## src/rtl/pipeline_result_collector.sv

```systemverilog
// ---------------------------------------------------------------------------
// pipeline_result_collector
//
// Sits downstream of a fixed-latency, non-stallable datapath pipeline.
// Operands are issued into the pipeline only when a FIFO slot is already
// reserved for the result, so the pipeline never needs to stall. Each issued
// transaction is tracked through a private valid shift register (the pipeline's
// own output valid is not used). When the tracker says a result has arrived,
// pipe_data is written into the result FIFO, which is drained over a
// ready/valid interface with full backpressure.
//
// Ports
//   clk          in   1                   clock, all state on posedge
//   rst          in   1                   asynchronous reset, active-high
//   issue_valid  in   1                   upstream has an operand to issue
//   issue_ready  out  1                   a result slot is reserved for a new issue
//   pipe_valid   out  1                   pipeline input_valid (= issue fire)
//   pipe_data    in   DATA_WIDTH          pipeline result, LATENCY cycles after issue
//   out_valid    out  1                   result FIFO non-empty
//   out_ready    in   1                   consumer accepts head of FIFO
//   out_data     out  DATA_WIDTH          FIFO head, 0 when empty
//   inflight     out  $clog2(LATENCY+1)   transactions currently inside the pipeline
// ---------------------------------------------------------------------------
module pipeline_result_collector #(
   parameter int DATA_WIDTH = 32,
   parameter int LATENCY    = 3,
   parameter int DEPTH      = 5
) (
   input  logic                          clk,
   input  logic                          rst,
   input  logic                          issue_valid,
   output logic                          issue_ready,
   output logic                          pipe_valid,
   input  logic [DATA_WIDTH-1:0]         pipe_data,
   output logic                          out_valid,
   input  logic                          out_ready,
   output logic [DATA_WIDTH-1:0]         out_data,
   output logic [$clog2(LATENCY+1)-1:0]  inflight
);

   localparam int INF_W = $clog2(LATENCY + 1);
   localparam int OCC_W = $clog2(DEPTH + 1);
   localparam int PTR_W = (DEPTH > 1) ? $clog2(DEPTH) : 1;
   localparam int SUM_W = OCC_W + INF_W;

   logic [LATENCY-1:0]    vsr;
   logic [OCC_W-1:0]      occ;
   logic [PTR_W-1:0]      wr_ptr;
   logic [PTR_W-1:0]      rd_ptr;
   logic [DATA_WIDTH-1:0] mem [DEPTH];

   logic                  issue_fire;
   logic                  push;
   logic                  pop;
   logic [SUM_W-1:0]      credit_used;

   function automatic logic [INF_W-1:0] popcount(input logic [LATENCY-1:0] bits);
      logic [INF_W-1:0] cnt;
      cnt = '0;
      for (int i = 0; i < LATENCY; i++) begin
         cnt = cnt + INF_W'(bits[i]);
      end
      return cnt;
   endfunction

   function automatic logic [PTR_W-1:0] ptr_next(input logic [PTR_W-1:0] ptr);
      // Explicit wrap so non-power-of-two depths work.
      return (ptr == PTR_W'(DEPTH - 1)) ? '0 : ptr + 1'b1;
   endfunction

   // Credit check uses registered state only: every in-flight transaction
   // already owns a FIFO slot, so no combinational path from out_ready or
   // issue_valid reaches issue_ready.
   assign inflight    = popcount(vsr);
   assign credit_used = SUM_W'(occ) + SUM_W'(inflight);
   assign issue_ready = credit_used < SUM_W'(DEPTH);
   assign issue_fire  = issue_valid & issue_ready;
   assign pipe_valid  = issue_fire;

   assign push        = vsr[LATENCY-1];
   assign out_valid   = (occ != '0);
   assign pop         = out_valid & out_ready;
   assign out_data    = out_valid ? mem[rd_ptr] : '0;

   // ---- tracker stage: valid bit ages alongside the pipeline's data ----
   always_ff @(posedge clk or posedge rst) begin
      if (rst) begin
         vsr <= '0;
      end else begin
         vsr[0] <= issue_fire;
         for (int i = 1; i < LATENCY; i++) begin
            vsr[i] <= vsr[i-1];
         end
      end
   end

   // ---- FIFO control stage ----
   always_ff @(posedge clk or posedge rst) begin
      if (rst) begin
         wr_ptr <= '0;
         rd_ptr <= '0;
         occ    <= '0;
      end else begin
         if (push) begin
            wr_ptr <= ptr_next(wr_ptr);
         end
         if (pop) begin
            rd_ptr <= ptr_next(rd_ptr);
         end
         case ({push, pop})
            2'b10:   occ <= occ + 1'b1;
            2'b01:   occ <= occ - 1'b1;
            default: occ <= occ;
         endcase
      end
   end

   // ---- FIFO storage: data only, never reset ----
   always_ff @(posedge clk) begin
      if (push) begin
         mem[wr_ptr] <= pipe_data;
      end
   end

   // The credit scheme guarantees a slot for every arriving result.
   push_into_full : assert property (@(posedge clk) disable iff (rst) !(push && (occ == OCC_W'(DEPTH))));

endmodule

```

## config.mk

```make
export PLATFORM = sky130hd
export DESIGN_NAME = pipeline_result_collector
export DESIGN_NICKNAME = d
export VERILOG_FILES = /design/src/rtl/pipeline_result_collector.sv
export SDC_FILE = /design/constraint.sdc
export NUM_CORES = 1
export LEC_CHECK = 0
export CORE_MARGIN = 2
export CORE_UTILIZATION = 60
export DETAILED_ROUTE_END_ITERATION = 10
export PLACE_DENSITY = 0.84
export SYNTH_ARGS = -nofsm -noshare
export SYNTH_HDL_FRONTEND = slang
export SYNTH_SLANG_ARGS = --single-unit
```

## constraint.sdc

```tcl
create_clock -name clk -period 6.55 [get_ports clk]
set_input_delay 1.965 -clock clk [delete_from_list [all_inputs] [get_ports clk]]
set_output_delay 1.965 -clock clk [all_outputs]
set_load 0.05 [all_outputs]
```

After elaboration in Yosys (flattened, before gate mapping)
Memory sizes are Yosys's and may differ from the RTL's.
Index checks and enable logic that the tools add are counted.
W data, S select, Z words.

storage, ports and cells
  bits of input ports = 36
  RAM bits = 160
  output and inout bits = 37
  memories kept = 1
  logic and storage cells = 27
  flip-flop bits (word level) = 12

memory list
  memory  words  width  read ports  clocked after Yosys merged registers in  write ports  RTL line  RTL
  mem     5      32     1           0                                        1            50        logic [DATA_WIDTH-1:0] mem [DEPTH];

cells by class
  add/sub/neg operators = 7
  muxes and demuxes = 6
  equal/unequal tests = 4
  bitwise gates (word level) = 2
  order comparisons = 1
  reductions and logical operators = 2

operators with widths
  operator               number
  $mux W32               1
  $add A3 B1 Y3 const B  3
  $eq A3 B3 Y1 const B   2
  $mux W3                2
  $pmux W3 S2            1
  $add A3 B2 Y4          1
  $lt A4 B3 Y1 const B   1
  $reduce_bool A3 Y1     1
  $sub A3 B1 Y3 const B  1
  $add A1 B1 Y2          1
  $add A2 B1 Y2          1
  $and A1 B1 Y1          2
  $eq A2 B1 Y1 const B   1
  $eq A2 B2 Y1 const B   1
  $mux W1                2
  $reduce_bool A2 Y1     1

Depth between registers and ports, before layout
Gate-level depths: netlist of run 1.

  word-level depth = 5
  gate-level depth with buffers = 8
  depth with buffers taken out = 8

Worst setup path after synthesis of run 1
Ideal clock, no wire load.

  path type = reg-to-output
  from = register vsr[2]
  to = output port pipe_valid
  required time = 4.585 ns
  slack = 0.898 ns
  stages on the path, launching flop included = 8
  arrival = 3.687 ns
  path through = dfrtp_1 > fa_1 > ha_1 > inv_1 > fa_1 > nand2b_1 > a221o_1 > a211oi_1

on the way
  longest elaborated chain between the ends = 4

RTL lines
  item                               RTL line  RTL
  from (decl)                        46        logic [LATENCY-1:0] vsr;
  from (signal, indexed assignment)  92        vsr[i] <= vsr[i-1];
  $add A2 B1 Y2                      61        cnt = cnt + INF_W'(bits[i]);
  via inflight[0]                    38        output logic [$clog2(LATENCY+1)-1:0] inflight
  $add A3 B2 Y4                      75        assign credit_used = SUM_W'(occ) + SUM_W'(inflight);
  $lt A4 B3 Y1                       76        assign issue_ready = credit_used < SUM_W'(DEPTH);
  $and A1 B1 Y1                      77        assign issue_fire = issue_valid & issue_ready;
  to (decl)                          33        output logic pipe_valid,

The timed path passes the listed nets, and every way through them passes these cells.

Final worst setup path of run 1
  from = register vsr[2]
  to = output port pipe_valid

on the way
  longest elaborated chain between the ends = 4

RTL lines
  item           RTL line
  $add A2 B1 Y2  61
  $add A3 B2 Y4  75
  $lt A4 B3 Y1   76
  $and A1 B1 Y1  77

Every way passes these cells.

==> qor.yml, run 1 <==
status: "completed"
final_cell_count_no_fill: 580
dr_total_vias: 3371
synth.distinct_cells: 30
clockRootBuffer: "clkbuf_16"
synth_compound_area_share_pct: 1.083
hp-class: "reg2reg"
layout_commonest_cell: "edfxtp_1"
row_count: 38
clk_latency_ns: 0.43
synth_top_family_by_area: "multiplexers"
endpoint_kind: "output pin"
htree_levels: 4
crit_required_ns: 4.59
wl_per_cell_um: 21.52
placed_cells: 548
fillers: 614
die_w_um: 110.6
r2r_cells: 7
yosys.area.top_type_share_pct: 70.47
synthMuxAreaShare_pct: 15.64
hpwlAfterDp_mm: 6.718
grt_max_degree: 36
synth-xor-area-share_pct: 0.3854
min_path_cells: 0
final_area_um2: 8242
syn_to_final_growth_pct: 20.88
yosysSeqAreaShare_pct: 74.88
period_minus_slack_ns: 5.723
netlist_area_um2: 6818
vias_per_cell: 5.812
fin_util_pct: 75.04
grt-ovfl-total: 0
drive_gt1_share_pct: 16.36
portBuffers: 72
critPathMaxFanout: 9
syn_avg_cell_area_um2: 19.70
cts_hold_buf: 0
fin_tns_setup_ns: 0
first_pass_iters: 5
drt_iter0_markers: 298
synthAdderAreaFrac_pct: 2.166
num_antenna_cells: 0
grt_pass1_wl_mm: 19.79
final_hold_viol_count: 0
seq_area_um2: 5109
yosysTopAreaCell: "edfxtp_1"
detail_route.wirelength_mm: 12.48
cts_sinks: 172
place.gp.congestion: 0.7587
fin_skew_ns: 0.008698
cts_setup_buffers: 0
die_height_um: 110.6
finish.net_count: 473
cts.repair.resized: 0
grt_usage_pct: 21.86
synth_area_leaders: "edfxtp_1, mux4_2, mux2i_1, dfrtp_1, nor2_1"
cts_tree: "built"
slew_violations: 0
drv_cap: 0
io_pins: 73
yosys.area_share.simple_pct: 3.322
rsz0062_at_grt: "false"
drcViolationCount: 0
cts.reportedPaths.clkPinSlew_ns: 0.06
core_area_um2: 10980
post-route-period-util_pct: 87.37
grt_pass1_vias: 3628
fmax_ghz: 0.1747
antenna_found_initial: 0
slew_headroom_pct: 27.15
final_cell_mix: "edfxtp_1, clkdlybuf4s50_1, nor2_1"
syn-num-nets: 392
clk_path_buf_depth: 2
tightest_slew_ns: 1.093
yosysWarnings: 0
critPathLaunchType: "register"
start_util_pct: 62.08
cts_inserted_buffers: 17
arrival_ns: 3.76
ys_ff_latch: 172
die_area_um2: 12230
finalSetupViolCount: 0
multi_input_area_um2: 1575
worstSetupPathType: "reg2out"
place_area_um2: 7670
ant_nets: 0
syn-instance-count: 346
[Yosys cell counts]
master / instances
a22o_1: 1
nor3b_1: 2
a221o_1: 1
clkbuf_1: 3
buf_12: 2
buf_4: 1
nor3_1: 3
edfxtp_1: 160
o31ai_1: 1
dfrtp_1: 12
mux4_2: 28
buf_8: 1
ha_1: 7
nand3_1: 1
nand2_1: 10
a21oi_1: 1
nor2b_1: 1
o21ai_1: 1
xor2_1: 2
nor2_1: 36
a211oi_1: 1
nand2b_1: 2
mux2i_1: 33
xnor2_1: 1
o21ai_0: 6
fa_1: 3
mux4_1: 4
inv_1: 14
buf_6: 1
buf_2: 7
[stage by stage]
stage / setup WS, ns / hold slack (ns)
finish: 0.8270 / 0.4317
floorplan: 0.8982 / 0.3856
global placement: 1.072 / 0.3949
global route: 0.7171 / 0.4620
detailed placement: 1.005 / 0.4096
CTS: 0.8140 / 0.4387
[critical path, cell delays in order, from the launching register on]
cell             delay [ns]
dfrtp_1                0.48
fa_1                   0.55
ha_1                   0.18
inv_1                  0.06
fa_1                   0.48
nand2b_1               0.07
a221o_1                0.34
a211oi_1               0.29
clkdlybuf4s50_1        0.86
[state kept, by name, summed over array words and instances (netlist names)]
register  count
mem         160
occ           3
vsr           3
wr_ptr        3
rd_ptr        3
[routing by layer]
layer  share of wire, %  wire length [um]  vias up  GRT usage, %
met4                1.0               125        0         8.583
li1                   -                 -     1517             -
met3                8.5              1061       11         7.300
met5                  0                 0        -             0
met2                 51              6323      144         34.03
met1                 40              4969     1699         29.00
[cells by family after synthesis]
family          after synthesis
buf+inv                      29
xor+xnor                      3
simple gates                 55
compound gates               12
fa+ha+maj                    10
flops                       172
mux                          65
[area by class of cell]
type | instances | area share, %
clock buffers | 18 | 5.207
clock inverters | 14 | 1.731
inverters | 14 | 0.6376
multi-input cells | 145 | 19.11
flip-flops and latches | 172 | 61.99
well taps | 140 | 2.125
repair buffers | 77 | 9.200
[worst paths after layout]
check | startpoint | end | slack (ns)
hold reg to reg | vsr[1] | vsr[2] | 0.43
min in group asynchronous | rst | occ[1] | 1.85
setup / recovery | vsr[2] | pipe_valid | 0.83
max in group asynchronous | rst | rd_ptr[2] | 4.36
hold / removal | vsr[1] | vsr[2] | 0.43
setup reg to reg | vsr[2] | vsr[0] | 3.97
Power of run 1 is left out: the tool's default activity adds up to more than one toggle a clock period on the data nets, which glitch-free logic cannot reach.
==> inputs of run 2 (changes only) <==
- CELL_PAD_IN_SITES_DETAIL_PLACEMENT: default -> 1
- CELL_PAD_IN_SITES_GLOBAL_PLACEMENT: default -> 2
- CORE_UTILIZATION: 60 -> 46
- PLACE_DENSITY: 0.84 -> default
- PLACE_DENSITY_LB_ADDON: default -> 0.1
==> run 2 against run 1 <==
  * Critical endpoint unchanged
  * Design area up 1.3%
  * Via count barely moved
  * Worst hold slack worse by 0.025 ns
  * Highest routed layer unchanged
  * Worst setup slack lost 0.045 ns
  * Largest cell class unchanged
  * Routed wire length increased by 5.9%
==> qor.yml, run 2 (synthesis gave the netlist of run 1 again) <==
syn_to_final_growth_pct: 22.50
ant_nets: 0
layout_commonest_cell: "edfxtp_1"
fmax_ghz: 0.1734
final_hold_viol_count: 0
period_minus_slack_ns: 5.768
grt_usage_pct: 18.10
crit_required_ns: 4.59
io_pins: 73
grt_pass1_vias: 3803
start_util_pct: 46.91
grt_pass1_wl_mm: 21.19
critPathLaunchType: "register"
r2r_slack_ns: 3.92
drt_iter0_markers: 223
cts_hold_buf: 0
wl_per_cell_um: 21.12
fin_skew_ns: 0.009779
drv_cap: 0
endpoint_kind: "output pin"
clk_latency_ns: 0.42
grt-ovfl-total: 0
rsz0062_at_grt: "false"
cts_tree: "built"
critPathMaxFanout: 9
dr_total_vias: 3374
finish.net_count: 476
cts.repair.resized: 0
hold-worst-slack_ns: 0.4070
antenna_found_initial: 0
path_cells: "fa_1 -> ha_1 -> inv_1 -> fa_1 -> nand2b_1 -> a221o_1 -> a211oi_1 -> clkdlybuf4s50_1"
cts_setup_buffers: 0
slew_violations: 0
cts_inserted_buffers: 17
cp_slowest_cell: "clkdlybuf4s50_1"
drive_gt1_share_pct: 16.06
status: "completed"
fillers: 1301
arrival_ns: 3.80
die_area_um2: 15810
clockRootBuffer: "clkbuf_16"
finalSetupViolCount: 0
die_height_um: 125.7
drcViolationCount: 0
slowest_delay_ns: 0.87
htree_levels: 4
portBuffers: 72
die_w_um: 125.7
worstSetupPathType: "reg2out"
grt_max_degree: 36
num_antenna_cells: 0
cts.reportedPaths.clkPinSlew_ns: 0.06
fin_util_pct: 57.46
regMostFlops: "mem"
slew_headroom_pct: 25.49
largest_register_ffs: 160
final_cell_mix: "edfxtp_1, clkdlybuf4s50_1, nor2_1"
tightest_slew_ns: 1.115
core_area_um2: 14530
row_count: 44
place.gp.congestion: 0.7828
post-route-period-util_pct: 88.06
clk_path_buf_depth: 2
first_pass_iters: 4
hpwlAfterDp_mm: 7.712
hp-class: "reg2reg"
vias_per_cell: 5.390
detail_route.wirelength_mm: 13.22
fin_tns_setup_ns: 0
worst_path_most_repeated_cell: "fa_1"
cts_sinks: 172
## run 2: cell types whose count changed in the layout (fill, tap and decap cells not counted)
| cell | previous run | this run |
|---|---|---|
| buf_4 | 5 | 8 |
| clkinv_2 | 4 | 0 |
| inv_6 | 3 | 0 |
| clkinvlp_4 | 2 | 3 |
| clkinv_1 | 1 | 4 |
| bufinv_16 | 2 | 4 |
## run 2: worst max-delay path: cells and delay by family, from the launching register on
family,cells,cell delay [ns]
buffers and inverters,2,0.93
and+or+nand+nor,1,0.07
adders and majority gates,3,1.22
DFF,1,0.49
AOI/OAI and AO/OA,2,0.68
## run 2: metal layers
layer  vias up  part of all wire (%)  GRT usage, %  wire [um]
li1       1522                     -             -          -
met1      1770                    43         22.78       5642
met4         0                  0.89         5.301        118
met5         -                     0             0          0
met2        74                    52         30.78       6888
met3         8                   4.3         5.310        568
## run 2: area by class of cell
cell class / count / area (um2) / share of cell area (%)
clock buffers: 18 / 429.2 / 5.139
repair buffers: 80 / 780.7 / 9.348
well taps: 184 / 230.2 / 2.757
inverters: 14 / 52.55 / 0.6292
clock inverters: 13 / 175.2 / 2.097
multi-input cells: 145 / 1575 / 18.86
flip-flops and latches: 172 / 5109 / 61.17
## run 2: worst paths after layout
| path | endpoint | startpoint | depth (start not counted) |
|---|---|---|---|
| max | pipe_valid | vsr[2] | 8 |
| min in group asynchronous | rd_ptr[2] | rst | 2 |
| max reg2reg | vsr[0] | vsr[2] | 7 |
| max in group asynchronous | rd_ptr[1] | rst | 2 |
| min | vsr[2] | vsr[1] | 0 |
| min reg2reg | vsr[2] | vsr[1] | 0 |
## run 2: stage by stage
stage	worst slack (ns)	cell area, um2	instances
after floorplan	0.8982	6818	346
after global placement	1.063	7747	595
after detailed placement	0.9971	7747	595
after CTS	0.7458	8352	626
after global routing	0.6156	8352	626
final	0.7824	8352	626
Power of run 2 is left out for the same reason.
